--- src/rtl/seg7_pkg.sv ---
// seg7_pkg: hex-to-segment table and helpers shared by the scan controller.
package seg7_pkg;
    localparam logic [7:0] SEG_OFF = 8'h00;
    // Active-high gfedcba patterns for hex digits 0..F.
    localparam logic [6:0] SEG_TABLE [16] = '{
        7'h3F, 7'h06, 7'h5B, 7'h4F, 7'h66, 7'h6D, 7'h7D, 7'h07,
        7'h7F, 7'h6F, 7'h77, 7'h7C, 7'h39, 7'h5E, 7'h79, 7'h71
    };
    function automatic logic [6:0] hex_to_seg7(input logic [3:0] hex);
        return SEG_TABLE[hex];
    endfunction
endpackage

--- src/rtl/seg7_scan_ctrl_if.sv ---
// seg7_scan_ctrl_if: datapath-side inputs and display-side outputs of the scan controller.
interface seg7_scan_ctrl_if #(
    parameter int DIGITS = 4,
    parameter int SEL_W  = 2
);
    logic                  en;
    logic                  load;
    logic [4*DIGITS-1:0]   num;
    logic [DIGITS-1:0]     dp;
    logic                  blank_lz;
    logic [7:0]            numl_seg7;
    logic [SEL_W-1:0]      numl_scan_select;
    logic [DIGITS-1:0]     digit_en;
    logic                  frame_done;
    modport master (
        output en, load, num, dp, blank_lz,
        input  numl_seg7, numl_scan_select, digit_en, frame_done
    );
    modport slave (
        input  en, load, num, dp, blank_lz,
        output numl_seg7, numl_scan_select, digit_en, frame_done
    );
endinterface

--- src/rtl/seg7_decode.sv ---
// seg7_decode: one nibble plus decimal point to an active-high {dp,gfedcba} pattern.
module seg7_decode
    import seg7_pkg::*;
(
    input  logic [3:0] nib,
    input  logic       dp,
    input  logic       blank,
    output logic [7:0] seg
);
    assign seg = blank ? SEG_OFF : {dp, hex_to_seg7(nib)};
endmodule

--- src/rtl/seg7_scan_ctrl.sv ---
// seg7_scan_ctrl: double-buffered, time-multiplexed 7-segment display scanner
// with leading-zero blanking and registered pin outputs.
module seg7_scan_ctrl
    import seg7_pkg::*;
#(
    parameter int DIGITS         = 4,
    parameter int SEL_W          = 2,
    parameter int PRESCALE       = 50000,
    parameter int SEG_ACTIVE_LOW = 1,
    parameter int SEL_ACTIVE_LOW = 1
) (
    input logic              clk,
    input logic              rst,
    seg7_scan_ctrl_if.slave  bus
);
    localparam int PW = $clog2(PRESCALE);
    logic [PW-1:0]         presc;
    logic [SEL_W-1:0]      idx;
    logic [4*DIGITS-1:0]   act_num, sh_num, hi;
    logic [DIGITS-1:0]     act_dp, sh_dp;
    logic                  act_blz, sh_blz, pending;
    logic                  tc, wrap, blank;
    logic [7:0]            seg;
    assign tc    = bus.en && presc == PW'(PRESCALE - 1);
    assign wrap  = tc && idx == SEL_W'(DIGITS - 1);
    // A digit is a leading zero when it and every nibble above it are zero.
    assign hi    = act_num >> {idx, 2'b00};
    assign blank = act_blz && idx != '0 && hi == '0;
    seg7_decode u_dec (
        .nib   (act_num[4*idx +: 4]),
        .dp    (act_dp[idx]),
        .blank (blank),
        .seg   (seg)
    );
    always_ff @(posedge clk) begin
        if (rst) begin
            presc                <= '0;
            idx                  <= '0;
            act_num              <= '0;
            act_dp               <= '0;
            act_blz              <= 1'b0;
            sh_num               <= '0;
            sh_dp                <= '0;
            sh_blz               <= 1'b0;
            pending              <= 1'b0;
            bus.numl_seg7        <= SEG_OFF ^ {8{SEG_ACTIVE_LOW != 0}};
            bus.digit_en         <= {DIGITS{SEL_ACTIVE_LOW != 0}};
            bus.numl_scan_select <= '0;
            bus.frame_done       <= 1'b0;
        end else begin
            if (bus.en) presc <= tc ? '0 : presc + 1'b1;
            if (tc) idx <= wrap ? '0 : idx + 1'b1;
            // Active data only changes at the frame boundary; a load on that
            // very cycle bypasses the shadow copy.
            if (wrap && (bus.load || pending)) begin
                act_num <= bus.load ? bus.num : sh_num;
                act_dp  <= bus.load ? bus.dp : sh_dp;
                act_blz <= bus.load ? bus.blank_lz : sh_blz;
                pending <= 1'b0;
            end
            if (bus.load) begin
                sh_num  <= bus.num;
                sh_dp   <= bus.dp;
                sh_blz  <= bus.blank_lz;
                pending <= !wrap;
            end
            bus.numl_seg7        <= (bus.en ? seg : SEG_OFF) ^ {8{SEG_ACTIVE_LOW != 0}};
            bus.digit_en         <= (bus.en ? DIGITS'(1) << idx : '0) ^ {DIGITS{SEL_ACTIVE_LOW != 0}};
            bus.numl_scan_select <= idx;
            bus.frame_done       <= wrap;
        end
    end
endmodule

--- src/flat_wrapper.sv ---
// flat-port wrapper written by rule: the top's interface ports become plain ports
module seg7_scan_ctrl_flat import seg7_pkg::*;
#(
    parameter int DIGITS         = 4,
    parameter int SEL_W          = 2,
    parameter int PRESCALE       = 50000,
    parameter int SEG_ACTIVE_LOW = 1,
    parameter int SEL_ACTIVE_LOW = 1
)
  (clk, rst, bus_en, bus_load, bus_num, bus_dp, bus_blank_lz, bus_numl_seg7, bus_numl_scan_select, bus_digit_en, bus_frame_done);
  seg7_scan_ctrl_if #(.DIGITS(DIGITS), .SEL_W(SEL_W)) bus_i ();
  input logic clk;
  input logic rst;
  input wire logic [$bits(bus_i.en)-1:0] bus_en;
  input wire logic [$bits(bus_i.load)-1:0] bus_load;
  input wire logic [$bits(bus_i.num)-1:0] bus_num;
  input wire logic [$bits(bus_i.dp)-1:0] bus_dp;
  input wire logic [$bits(bus_i.blank_lz)-1:0] bus_blank_lz;
  output wire logic [$bits(bus_i.numl_seg7)-1:0] bus_numl_seg7;
  output wire logic [$bits(bus_i.numl_scan_select)-1:0] bus_numl_scan_select;
  output wire logic [$bits(bus_i.digit_en)-1:0] bus_digit_en;
  output wire logic [$bits(bus_i.frame_done)-1:0] bus_frame_done;
  assign bus_i.en = bus_en;
  assign bus_i.load = bus_load;
  assign bus_i.num = bus_num;
  assign bus_i.dp = bus_dp;
  assign bus_i.blank_lz = bus_blank_lz;
  assign bus_numl_seg7 = bus_i.numl_seg7;
  assign bus_numl_scan_select = bus_i.numl_scan_select;
  assign bus_digit_en = bus_i.digit_en;
  assign bus_frame_done = bus_i.frame_done;
  seg7_scan_ctrl #(.DIGITS(DIGITS), .SEL_W(SEL_W), .PRESCALE(PRESCALE), .SEG_ACTIVE_LOW(SEG_ACTIVE_LOW), .SEL_ACTIVE_LOW(SEL_ACTIVE_LOW)) u_core (.clk(clk), .rst(rst), .bus(bus_i));
endmodule
--- config.mk ---
export PLATFORM = sky130hd
export DESIGN_NAME = seg7_scan_ctrl_flat
export DESIGN_NICKNAME = d
export VERILOG_FILES = /design/src/rtl/seg7_pkg.sv /design/src/rtl/seg7_scan_ctrl_if.sv /design/src/rtl/seg7_decode.sv /design/src/rtl/seg7_scan_ctrl.sv /design/src/flat_wrapper.sv
export SDC_FILE = /design/constraint.sdc
export NUM_CORES = 1
export LEC_CHECK = 0
export ABC_CLOCK_PERIOD_IN_PS = 2000
export CAP_MARGIN = 20
export CORE_UTILIZATION = 45
export DETAILED_ROUTE_END_ITERATION = 12
export PLACE_DENSITY = 0.77
export REMOVE_ABC_BUFFERS = 1
export SETUP_SLACK_MARGIN = 0.4
export SYNTH_ARGS = -nofsm -noshare
export SYNTH_HDL_FRONTEND = slang
export SYNTH_SLANG_ARGS = --single-unit
--- constraint.sdc ---
create_clock -name clk -period 2 [get_ports clk]
set_input_delay 0.4 -clock clk [delete_from_list [all_inputs] [get_ports clk]]
set_output_delay 0.4 -clock clk [all_outputs]
set_load 0.05 [all_outputs]
# == Word-level counts from Yosys, hierarchy flattened ==
# Memories as Yosys holds them, arrays and structs flattened.
# Cells that the tools add are included.
# Widths: inputs -> output; s select.
# op_classes
add_sub_neg,2
n_mul,0
div,0
order_cmp,2
eq_ne,2
n_shift,3
n_mux,14
bitwise_logic,3
reduce_logical,10
# op_table
cell,count
$mux 16,2
$add 16x1->16 const B,1
$eq 16x16->1 const B,1
$logic_not 16->1,1
$mux 8,2
$shiftx 16x5->4,1
$shr 16x4->16,1
$mux 7,2
$mux 4,2
$not 8->8,1
$ge 5x5->1 const B,1
$logic_and 1x1->1,5
$not 4->5,1
$mux 1,4
$not 4->4,1
$reduce_bool 2->1,2
$shl 1x2->4 const A,1
$lt 2x3->1 const B,1
$add 2x1->2 const B,1
$bmux 1 s2,1
$eq 2x2->1 const B,1
$mux 2,1
$logic_not 1->1,1
$logic_or 1x1->1,1
# word_totals
reg_bits,76
latch_bits,0
mem_bits_rw,0
romBits,112
output_inout_bits,15
mem_count,1
# mem_list
memory,depth,word_bits,rd,rd_clocked_by_memory_dff,write_ports,line,text
(no name shown),16,7,1,0,0,seg7_pkg.sv:10,return SEG_TABLE[hex];

# == Logic depth before layout (Yosys ltp) ==
# logic_depth
depth_word,8
ltp_mapped,8
ltp_nobuf,7

# == Modules after synthesis ==
# A second synthesis with hierarchy kept.
# hier_totals
cells_unflattened,325
area_unflattened_um2,3293.2
# by_module_without_submodules
mod,n_inst,cells_each,area_each_um2,seq_area_each_um2
seg7_scan_ctrl,1,290,3019.1,1521.5
seg7_decode,1,35,274.0,0.0

# == Worst setup path after synthesis ==
# No wires, ideal clock.
# synth_path
path_type,reg2reg
from,register u_core.idx[0]
to,register u_core.bus.numl_seg7[3]
setup_time_ps,142
t_arrival_ps,2047
path_slack_ps,-189
stages_incl_launch_ff,8
path_buffers,1
synth_period_minus_slack_ps,2189
cell_sequence,dfxtp_1 -> buf_2 -> mux4_2 -> inv_1 -> ha_1 -> inv_1 -> mux4_2 -> nand3b_1
# synth_via
elab_chain_cells,8
elab_cells_between_ends,13
cone_classes,2 x shift; 4 x mux; 2 x bitwise; 4 x reduce/logical; 1 x memory
# synth_lines
element,line,text
"start, declared",seg7_scan_ctrl.sv:18,logic [SEL_W-1:0] idx;
"start signal, assigned",seg7_scan_ctrl.sv:52,if (tc) idx <= wrap ? '0 : idx + 1'b1;
$shiftx 16x5->4,seg7_scan_ctrl.sv:30,".nib (act_num[4*idx +: 4]),"
$not 4->5 (implied by the code),seg7_pkg.sv:10,
$mem_v2 16x7,--,
$mux 7 (implied by the code) (2 in series),seg7_pkg.sv:10,
$mux 8 *,seg7_decode.sv:10,"assign seg = blank ? SEG_OFF : {dp, hex_to_seg7(nib)};"
$mux 8 *,seg7_scan_ctrl.sv:67,bus.numl_seg7 <= (bus.en ? seg : SEG_OFF) ^ {8{SEG_ACTIVE_LOW != 0}};
$not 8->8 (no source line) *,--,
"end signal, assigned",seg7_scan_ctrl.sv:46,bus.numl_seg7 <= SEG_OFF ^ {8{SEG_ACTIVE_LOW != 0}};
"end signal, assigned",seg7_scan_ctrl.sv:67,
"end, declared",seg7_scan_ctrl_if.sv:21,"output numl_seg7, numl_scan_select, digit_en, frame_done"
# Every way passes the cells marked *; elsewhere a longest branch is shown, timed or not. The select of a mux whose other input is x is not followed.
# A chain may end at the register's enable or synchronous reset.

# == Final worst setup path ==
# layout_path
from,register u_core.presc[4]
to,register u_core.idx[0]
# layout_via
elab_chain_cells,4
# layout_lines
element,line,text
"start, declared",seg7_scan_ctrl.sv:17,logic [PW-1:0] presc;
"start signal, assigned",seg7_scan_ctrl.sv:51,if (bus.en) presc <= tc ? '0 : presc + 1'b1;
$eq 16x16->1 *,seg7_scan_ctrl.sv:24,assign tc = bus.en && presc == PW'(PRESCALE - 1);
$logic_and 1x1->1 *,seg7_scan_ctrl.sv:24,
$logic_and 1x1->1,seg7_scan_ctrl.sv:25,assign wrap = tc && idx == SEL_W'(DIGITS - 1);
$mux 2,seg7_scan_ctrl.sv:52,
# Every way passes the cells marked *; elsewhere a longest branch is shown, timed or not.

==> results.ini <==
[outcome]
status = finished, violations left
violations = setup timing

[timing]
whs_ps = 499
drv_slew = 0
finalCritPeriodShare = 1.01
period_needed_ps = 2030
worst_slew_pin_slew_ps = 486
setup_violations = 1
final.setup.tns_ps = -28.7
relSlewSlack = 0.677
setup_ws_ps = -28.7
rsz0062_at_grt = yes
fmax_mhz = 493
skew_ps = 11.6
hold_viol = 0

[final_layout]
antenna_cells = 0
final_nets = 443
utilization = 0.632
drive_gt1_frac = 0.328
fillCellCount = 574
final_cells = 511
area_delta_synth_final_pct = 34.5
final_area_um2 = 4610

[global_routing]
grt.overflow.total = 0
grt_first_pass_wirelength_mm = 12.2
antenna_found_initial = 0
grt_usage = 0.202
grt_pass1_vias = 2573
grt_max_degree = 22

[yosys]
synth_area_um2 = 3420
ys_top_cells_by_area = dfxtp_1, mux2_4, mux2i_1, mux4_2, nor2_1
ys_ff_latch = 76
yosysWarnings = 0
synth_edf_count = 0
synth.distinct_cells = 41
yosys.area.top_type_share = 0.444
syn_inst = 327
yosysTopAreaCell = dfxtp_1
ys.flop_type = dfxtp_1
ys_seq_area_frac = 0.444
syn_avg_cell_area_um2 = 10.5
async_flop_share = 0

[place]
gp_congestion = 0.851
hpwlAfterDp_mm = 5.02
place_area_um2 = 4190
placed_cells = 491
io_buffers = 39

[route]
num_vias = 2618
dr.pass1.iters = 4
drt_iter0_drc = 123
drc = 0
routed_wl_mm = 7.47
routed_via_density = 5.12
routedWlPerCell_um = 14.6
ant_nets = 0

[clocking]
cts_tree = done
clockBufferDepth = 2
cts_made_buffers = 9
path_clk_slew_ps = 80
insertion_delay_ps = 350
clock-sinks = 76
clk_root_buffer_cell = clkbuf_8
htree_levels = 3

[floorplanning]
coreArea_um2 = 7290
rows = 31
die_h_um = 89.2
die_w_um = 89.2
ioPinCount = 40
die_area_um2 = 7960
start_util = 0.469

[critical_path]
cp.arrival_ps = 2290
cp-start-kind = flip-flop
required_ps = 2260
crit_path_end_kind = flip-flop
path_max_fanout = 4
crit_type = reg2reg

[power_and_ir_drop]
ir_drop_mv = 0.363
switchingPower_uw = 729
p_comb_frac = 0.070
p_leak_uw = 0.00190
pwr-share-clk = 0.431
power_density_nw_per_um2 = 679
p_int_uw = 2400
p_seq_frac = 0.498
netSwitchingFraction = 0.233

[run]
max-cap-violations = 0

[worst_hold_path]
hold_class = reg2reg

[cell families after synthesis]
| group | share of synthesized area |
|---|---|
| multiplexers | 0.208 |
| AO/OA/AOI/OAI | 0.0413 |
| XOR/XNOR | 0.0333 |
| buffers and inverters | 0.0340 |
| adder cells (fa/ha/maj) | 0.0402 |
| AND/OR/NAND/NOR | 0.199 |
| flip-flops | 0.444 |
[path summary, 6_finish.rpt]
kind                                       start          endpoint  slack (ps)  cells past startpoint
worst max register to register   u_core.presc[4]     u_core.idx[0]         -30                      4
worst max-delay path             u_core.presc[4]     u_core.idx[0]         -30                      4
worst min-delay path            u_core.presc[15]  u_core.presc[15]         500                      2
worst min register to register  u_core.presc[15]  u_core.presc[15]         500                      2
[flip-flops by register name (all words and copies together) (netlist names)]
signal                       count
u_core.sh_dp                     4
u_core.idx                       2
u_core.act_dp                    4
u_core.sh_num                   16
u_core.bus.digit_en              4
u_core.presc                    16
u_core.act_blz                   1
u_core.sh_blz                    1
u_core.act_num                  16
u_core.pending                   1
u_core.bus.frame_done            1
u_core.bus.numl_scan_select      2
u_core.bus.numl_seg7             8
[area by class of cell]
| cell class | count | area [um2] | share of cell area |
|---|---|---|---|
| sequential | 76 | 1530 | 0.332 |
| inverter | 10 | 37.5 | 0.00815 |
| multi-input combinational | 225 | 1930 | 0.419 |
| clock inverter | 6 | 93.8 | 0.0204 |
| tap | 99 | 124 | 0.0269 |
| timing repair buffer | 85 | 756 | 0.164 |
| clock buffer | 10 | 138 | 0.0299 |
[cells in the final DEF (no fill, tap or decap), types with 4 or more instances in the layout]
cell type and n:
mux2i_1 22, a21oi_2 6, inv_1 7, ha_1 8, nor2_1 33, xor2_1 4, mux4_2 7, nand3_1 8
clkdlybuf4s50_1 22, or3_1 7, clkbuf_8 10, nand2_1 15, mux2_4 21, clkdlybuf4s15_1 10, nor2b_1 23, clkbuf_2 4
o21ai_0 4, nand4_1 5, dfxtp_1 72, buf_4 40, xnor2_1 9, nor2_4 4
[worst max-delay path, stage by stage (launching register included)]
cell and delay [ps]:
dfxtp_2 330, or4b_4 570, or4_4 550, or3_1 320, a21oi_1 170
[power by group through the flow]
stage	Combinational [uW]	Clock, uW	Sequential, uW
floorplan	60.5	0	1620
global placement	208	0	1590
detailed placement	213	0	1600
CTS	213	1360	1560
global route	237	1430	1560
finish	220	1350	1560
[Yosys cell counts (all sizes together), types with 7 or more instances]
cell	n
mux2	23
xnor2	9
clkbuf	11
mux2i	22
a21oi	9
or3	7
mux4	7
nor2b	23
ha	11
dfxtp	76
inv	10
nand3	11
nor2	39
nand2	17
[layer usage]
| metal | vias to the layer above | wire length, um | global-route usage |
|---|---|---|---|
| met2 | 54 | 3530 | 0.315 |
| met1 | 1246 | 3520 | 0.278 |
| li1 | 1303 | - | - |
| met5 | - | 0 | 0 |
| met4 | 0 | 142 | 0.0866 |
| met3 | 15 | 273 | 0.0305 |
[repair_timing]
item | 4_1_cts | 5_1_grt
setup endpoints to repair | 61 | 59
hold buffers | 0 | 0
gates resized for setup | 42 | 40
pin swaps | 16 | 3
setup buffers | 4 | 0
[through the flow]
stage | power, uW | setup slack, ps
floorplan | 1680 | -649
global placement | 1800 | -240
detailed placement | 1810 | -275
CTS | 3130 | 36.4
global route | 3230 | -31.4
finish | 3130 | -28.7
No activity file was read; power rests on OpenSTA's default activity.
